File: src/rtl/uart_pkg.sv
// Types shared by the UART transmit arbiter, uart_rx and uart_tx.
// Byte type, transmit arbiter FSM states and a pointer-width helper.
package uart_pkg;

    typedef logic [7:0] byte_t;

    typedef enum logic [2:0] {
        IDLE,
        LOAD,
        START,
        WAIT_HI,
        WAIT_LO
    } tx_arb_state_e;

    function automatic int ptr_w(input int n);
        return (n > 1) ? $clog2(n) : 1;
    endfunction

endpackage

File: src/rtl/uart_tx_arbiter_rr.sv
// Round-robin search over a request vector.
// The pointer names the last lane served; the search starts just after it.
module rr_arbiter
    import uart_pkg::*;
#(
    parameter int N  = 4,
    parameter int PW = ptr_w(N)
) (
    input  logic          clk_i,
    input  logic          rst_n,
    input  logic [N-1:0]  req,
    input  logic          upd,
    input  logic [PW-1:0] upd_ptr,
    output logic [N-1:0]  gnt
);

    logic [PW-1:0] ptr;
    logic [PW-1:0] idx;
    logic          found;

    always_ff @(posedge clk_i) begin
        if (!rst_n) begin
            ptr <= PW'(N - 1);
        end else if (upd) begin
            ptr <= upd_ptr;
        end
    end

    always_comb begin
        gnt   = '0;
        idx   = '0;
        found = 1'b0;
        for (int k = 1; k <= N; k++) begin
            idx = PW'((int'(ptr) + k) % N);
            if (!found && req[idx]) begin
                gnt[idx] = 1'b1;
                found    = 1'b1;
            end
        end
    end

endmodule

File: src/rtl/uart_tx_arbiter.sv
// Shares one uart_tx serializer between NUM_REQ byte-stream lanes.
// Round-robin, packet-locked grants; one en pulse per byte.
module uart_tx_arbiter
    import uart_pkg::*;
#(
    parameter int NUM_REQ       = 4,
    parameter int BUSY_WAIT_MAX = 4
) (
    input  logic                 clk_i,
    input  logic                 rst_n,
    input  logic [NUM_REQ-1:0]   req_valid_i,
    input  logic [NUM_REQ*8-1:0] req_data_i,
    input  logic [NUM_REQ-1:0]   req_last_i,
    output logic [NUM_REQ-1:0]   req_ready_o,
    output logic                 uart_tx_en_o,
    output logic [7:0]           uart_tx_data_o,
    input  logic                 uart_tx_busy_i,
    output logic [NUM_REQ-1:0]   grant_o,
    output logic                 timeout_o
);

    localparam int PW = ptr_w(NUM_REQ);
    localparam int CW = $clog2(BUSY_WAIT_MAX + 1);
    localparam logic [CW-1:0] CNT_LAST = CW'(BUSY_WAIT_MAX - 1);

    tx_arb_state_e        state;
    logic [NUM_REQ-1:0]   grant_q;
    byte_t                data_q;
    logic                 last_q;
    logic [CW-1:0]        cnt;
    logic                 en_q;
    logic                 to_q;

    logic [NUM_REQ-1:0]   arb_gnt;
    logic [PW-1:0]        g_idx;
    logic                 sel_valid;
    byte_t                sel_data;
    logic                 sel_last;
    logic                 wait_expired;
    logic                 byte_done;
    logic                 rr_upd;

    always_comb begin
        g_idx     = '0;
        sel_valid = 1'b0;
        sel_data  = '0;
        sel_last  = 1'b0;
        for (int i = 0; i < NUM_REQ; i++) begin
            if (grant_q[i]) begin
                g_idx     = PW'(i);
                sel_valid = req_valid_i[i];
                sel_data  = req_data_i[8*i +: 8];
                sel_last  = req_last_i[i];
            end
        end
    end

    // A missing busy edge is treated as a completed byte.
    assign wait_expired = (state == WAIT_HI) && !uart_tx_busy_i &&
                          (cnt == CNT_LAST);
    assign byte_done    = wait_expired ||
                          ((state == WAIT_LO) && !uart_tx_busy_i);
    assign rr_upd       = byte_done && last_q;

    rr_arbiter #(
        .N  (NUM_REQ),
        .PW (PW)
    ) u_rr (
        .clk_i   (clk_i),
        .rst_n   (rst_n),
        .req     (req_valid_i),
        .upd     (rr_upd),
        .upd_ptr (g_idx),
        .gnt     (arb_gnt)
    );

    always_ff @(posedge clk_i) begin
        if (!rst_n) begin
            state   <= IDLE;
            grant_q <= '0;
            data_q  <= '0;
            last_q  <= 1'b0;
            cnt     <= '0;
            en_q    <= 1'b0;
            to_q    <= 1'b0;
        end else begin
            en_q <= 1'b0;
            to_q <= 1'b0;
            unique case (state)
                IDLE: begin
                    if (|req_valid_i && !uart_tx_busy_i) begin
                        grant_q <= arb_gnt;
                        state   <= LOAD;
                    end
                end
                LOAD: begin
                    if (sel_valid) begin
                        data_q <= sel_data;
                        last_q <= sel_last;
                        en_q   <= 1'b1;
                        state  <= START;
                    end
                end
                START: begin
                    cnt   <= '0;
                    state <= WAIT_HI;
                end
                WAIT_HI: begin
                    if (uart_tx_busy_i) begin
                        state <= WAIT_LO;
                    end else if (wait_expired) begin
                        to_q <= 1'b1;
                    end else begin
                        cnt <= cnt + 1'b1;
                    end
                end
                WAIT_LO: begin
                end
                default: begin
                    state <= IDLE;
                end
            endcase
            if (byte_done) begin
                if (last_q) begin
                    grant_q <= '0;
                    state   <= IDLE;
                end else begin
                    state <= LOAD;
                end
            end
        end
    end

    assign req_ready_o    = (state == LOAD) ? (grant_q & req_valid_i) : '0;
    assign uart_tx_en_o   = en_q;
    assign uart_tx_data_o = data_q;
    assign grant_o        = grant_q;
    assign timeout_o      = to_q;

endmodule

File: config.mk
export PLATFORM = sky130hd
export DESIGN_NAME = uart_tx_arbiter
export DESIGN_NICKNAME = d
export VERILOG_FILES = /design/src/rtl/uart_pkg.sv /design/src/rtl/uart_tx_arbiter_rr.sv /design/src/rtl/uart_tx_arbiter.sv
export SDC_FILE = /design/constraint.sdc
export NUM_CORES = 1
export LEC_CHECK = 0
export ABC_CLOCK_PERIOD_IN_PS = 2800
export BUFFER_PORTS_ARGS = -buffer_cell sky130_fd_sc_hd__buf_2
export CAP_MARGIN = 15
export CORE_MARGIN = 4
export CORE_UTILIZATION = 49
export CTS_CLUSTER_SIZE = 25
export DETAILED_ROUTE_END_ITERATION = 8
export PLACE_DENSITY = 0.79
export SLEW_MARGIN = 20
export SYNTH_ARGS = -nofsm -noshare
export SYNTH_HDL_FRONTEND = slang
export SYNTH_SLANG_ARGS = --single-unit
File: constraint.sdc
create_clock -name clk_i -period 2.8 [get_ports clk_i]
set_input_delay 0.28 -clock clk_i [delete_from_list [all_inputs] [get_ports clk_i]]
set_output_delay 0.28 -clock clk_i [all_outputs]
set_load 0.02 [all_outputs]
# After elaboration in Yosys (flattened, before gate mapping)
# Cells that the tools add are included.
# word_totals
inputBits,43
output_inout_bits,18
reg_bits,23
# op_classes
muxes,54
reduce_logical,25
n_addsub,5
n_lt_le_gt_ge,8
bitwise_logic,6
eq_ne,11
# op_table
cell,n
4-bit two-way mux,9
8-bit two-way mux,4
1-bit two-way mux,23
3-bit two-way mux,6
3-bit case mux with 5 select lines,1
1-bit logical AND,12
2-bit by 3-bit < comparator with 1-bit output (second input constant),4
4-bit OR,3
3-bit by 2-bit equality test with 1-bit output (second input constant),3
3-bit != test (second input constant),3
1-bit binary-select mux with 2-bit select,4
1-bit demux with 2-bit select,4
2-bit by 1-bit greater-or-equal comparator with 1-bit output (second input constant),4
2-bit != test (second input constant),3
3-bit case mux with 2 select lines,1
2-bit by 1-bit adder with 2-bit output (second input constant),2
2-bit adder (second input constant),2
4-bit AND,1
1-bit logical NOT,4
2-bit two-way mux,2
2-bit AND reduction,2
4-bit AND reduction,1
4-bit OR reduction,1
3-bit by 1-bit adder with 3-bit output (second input constant),1
8 further kinds,9

# Logic depth before layout (Yosys ltp)
# logic_depth
word_depth,17
depth_mapped,7

# By module
# From an unflattened synthesis, not the netlist that was laid out.
# hier_totals
cells_unflattened,202
hier_area_um2,1691.6
# modules_own_cells
module,instances,cells_per_inst,seq_area_each_um2,area_each_um2
uart_tx_arbiter,1,153,420.4,1244.9
rr_arbiter,1,49,40.0,446.7

# Worst setup path before layout
# Ideal clock, no wire load.
# synth_path
path_type,reg2reg
start,register u_rr.ptr[0]
end,"register grant_q[0], in the netlist grant_o[0]"
arrival_time_ps,2151
path_stages_with_launch,8
setup_slack_ps,558
cell_sequence,dfxtp_1 -> buf_6 -> inv_1 -> ha_1 -> mux4_2 -> nor4b_4 -> nand2_1 -> a311oi_1
# synth_via
elab_chain_len,17
elab_cells_between_ends,52
classes_between,4 x add/sub; 8 x order compare; 27 x mux; 3 x bitwise; 10 x reduce/logical
# synth_lines
element,line,rtl
start: declaration,uart_tx_arbiter_rr.sv:17,logic [PW-1:0] ptr;
start signal: assignment,uart_tx_arbiter_rr.sv:23,ptr <= PW'(N - 1);
start signal: assignment,uart_tx_arbiter_rr.sv:25,ptr <= upd_ptr;
branches (longest 12 deep; another with 2-bit by 3-bit < comparator with 1-bit output),-,
4-bit two-way mux (*),uart_tx_arbiter_rr.sv:35,if (!found && req[idx]) begin
4-bit two-way mux (*),uart_tx_arbiter.sv:91,if (|req_valid_i && !uart_tx_busy_i) begin
4-bit two-way mux (*),uart_tx_arbiter.sv:89,unique case (state)
4-bit two-way mux,uart_tx_arbiter.sv:124,if (last_q) begin
4-bit two-way mux (*),uart_tx_arbiter.sv:123,if (byte_done) begin
end signal: assignment,uart_tx_arbiter.sv:92,grant_q <= arb_gnt;
end: declaration,uart_tx_arbiter.sv:27,logic [NUM_REQ-1:0] grant_q;
# Mark *: on every way between the ends. The select of a mux whose other input is x is not followed.
# A chain may end at the register's enable or synchronous reset.

# Worst setup path in the final report
# layout_path
start,register u_rr.ptr[1]
end,"register grant_q[0], in the netlist grant_o[0]"
# Same word-level chain as after synthesis.

==> results_dict.tcl <==
set metrics [dict create \
    boundaryPins 61 \
    power_density_nw_per_um2 425 \
    timing.hold.ws_ns 0.204 \
    routabilityCongestion 0.891 \
    worstPathMaxFanout 8 \
    grt_pass1_vias 1456 \
    core_area_um2 3130 \
    cp.arrival_ns 2.66 \
    viasPerCell 5.55 \
    multi_input_area_um2 1080 \
    path_clk_slew_ns 0.14 \
    cp-end-kind "flip-flop" \
    hold_viol 0 \
    die_area_um2 4350 \
    max_slew_margin_pct 50.4 \
    grt_use_total_pct 19.2 \
    seq_area_frac_synth_pct 27.9 \
    path_class "flip-flop to flip-flop" \
    routedWlPerCell_um 14.0 \
    total_power_mw 0.851 \
    dr.first_iter.drc_count 82 \
    cts_setup_buffers 0 \
    synth-async-reset-ratio_pct 0 \
    drc 0 \
    ir_worst_vdd_uv 311 \
    period_needed_ns 2.41 \
    drive_above_1_share_pct 29.7 \
    grt_pass1_wl_um 6660 \
    ys_ff_latch 23 \
    period_share_pct 86.2 \
    drv_cap 0 \
    status "complete, no violations" \
    insertion_delay_ns 0.32 \
    h-tree-depth 1 \
    grt_use_met3_pct 4.59 \
    clockBufferDepth 2 \
    overflow 0 \
    layout_common_cells "buf_2 (60), nor2_1 (24), nand2_1 (23), dfxtp_1 (23), inv_1 (15)" \
    die_w_um 66.0 \
    cts_root_buf "clkbuf_4" \
    cts_tree "yes" \
    syn_area_um2 1650 \
    dr_total_vias 1664 \
    met1_usage_pct 24.6 \
    finalWirelength_um 4200 \
    required_ns 3.05 \
    tightest_slew_ns 0.743 \
    fmax_ghz 0.414 \
    syn_nets 253 \
    nFillCells 286 \
    row_count 20 \
    fin_worst_skew_ns 0.00528 \
    antenna_found_initial 0 \
    cts-buffers-inserted 3 \
    drtPass1Iterations 6 \
    nets 310 \
    cts_resized 0 \
    ys.flop_type "dfxtp_1" \
    top_usage_layer "met2" \
    hpwl_um 3150 \
    clock_sinks 23 \
    synth_cell_types 39 \
    n_antenna_cell 0 \
    synth_warnings 0 \
    syn_area_per_cell_um2 8.24 \
    rsz0062_at_grt "false" \
    synthCells 200 \
    start_util_pct 52.7 \
    synth_edf_count 0 \
    antenna_left 0 \
    grt_max_degree 22 \
    fin_tns_setup_ns 0 \
    holdCritPathClass "input port to flip-flop" \
    slew_violations 0 \
    setup_viol 0 \
    final_common_cell "buf_2" \
    leakagePower_nw 0.919 \
    numPortBuffers 60 \
    cts_hold_buffers 0 \
    die_h_um 66.0 \
    grtUsageMet2_pct 32.4 \
    critPathLaunchType "flip-flop" \
    regArea_um2 460 \
    area_growth_pct 21.6 \
]
## worst paths after layout
| kind | startpoint | to | slack, ns | depth (start not counted) |
|---|---|---|---|---|
| hold / removal | uart_tx_busy_i | state[2] | 0.20 | 3 |
| hold reg to reg | last_q | state[0] | 0.49 | 1 |
| setup reg to reg | u_rr.ptr[1] | grant_o[0] | 0.39 | 6 |
| setup / recovery | u_rr.ptr[1] | grant_o[0] | 0.39 | 6 |
## sequential cells by signal, indices dropped and copies added, names as in the netlist
| name | cells |
|---|---|
| u_rr.ptr | 2 |
| state | 3 |
| cnt | 3 |
| grant_o | 4 |
| timeout_o | 1 |
| uart_tx_en_o | 1 |
| uart_tx_data_o | 8 |
| last_q | 1 |
## layer usage
metal,share of wire (%),wire [um],vias to the layer above
li1,-,-,846
met1,46,1930,788
met2,49,2070,28
met3,4.3,180,2
met4,0.33,14,0
met5,0,0,-
## worst max-delay path: stages (launching register included)
cell	delay [ns]
dfxtp_1	0.51
inv_1	0.15
ha_1	0.35
mux4_2	0.60
nor4b_4	0.39
nand2_1	0.09
a311oi_1	0.24
## cell families (layout without fill, tap and decap cells)
| group | Yosys count | in the layout | synth area share, % |
|---|---|---|---|
| AND/OR/NAND/NOR | 92 | 92 | 31.8 |
| AO/OA/AOI/OAI | 44 | 44 | 20.0 |
| buffers and inverters | 26 | 82 | 6.38 |
| flip-flops | 23 | 23 | 27.9 |
| adder cells (fa/ha/maj) | 10 | 10 | 7.59 |
| multiplexers | 5 | 5 | 6.30 |
## power breakdown
part / internal (mW) / total (mW) / switching, mW
logic: 0.127 / 0.285 / 0.159
registers: 0.359 / 0.402 / 0.0429
clock network: 0.0536 / 0.164 / 0.110
total: 0.540 / 0.851 / 0.312
## cell usage after synthesis (3+ instances only)
master / number / area [um^2]
nor2_1: 24 / 90.1
dfxtp_1: 23 / 460
nand2_1: 23 / 86.3
inv_1: 15 / 56.3
a21oi_1: 12 / 60.1
nand3b_1: 11 / 82.6
clkbuf_1: 10 / 37.5
ha_1: 10 / 125
nor3b_1: 10 / 75.1
a2111oi_0: 9 / 78.8
and3_1: 6 / 37.5
a221oi_1: 4 / 35.0
a311oi_1: 4 / 35.0
nor2b_1: 4 / 25.0
mux4_2: 3 / 67.6
o2111ai_1: 3 / 26.3
o211ai_1: 3 / 22.5
## through the flow
| step | utilization, % | setup slack (ns) | std cells | instance area (um^2) |
|---|---|---|---|---|
| 5_1_grt | 64.1 | 0.214 | 300 | 2000 |
| 3_5_place_dp | 63.2 | 0.410 | 296 | 1980 |
| 4_1_cts | 64.1 | 0.410 | 300 | 2000 |
| 2_1_floorplan | - | 0.558 | 200 | 1650 |
| 3_3_place_gp | 63.2 | 0.506 | 296 | 1980 |
| 6_report | 64.1 | 0.386 | 300 | 2000 |
## cell type report
cell class / instances / share of cell area (%)
sequential: 23 / 23.0
clock inverter: 1 / 0.250
timing repair buffer: 63 / 16.1
clock buffer: 3 / 1.12
inverter: 15 / 2.81
multi-input combinational: 151 / 54.0
tap: 44 / 2.75
No activity file was read; power rests on OpenSTA's default activity.
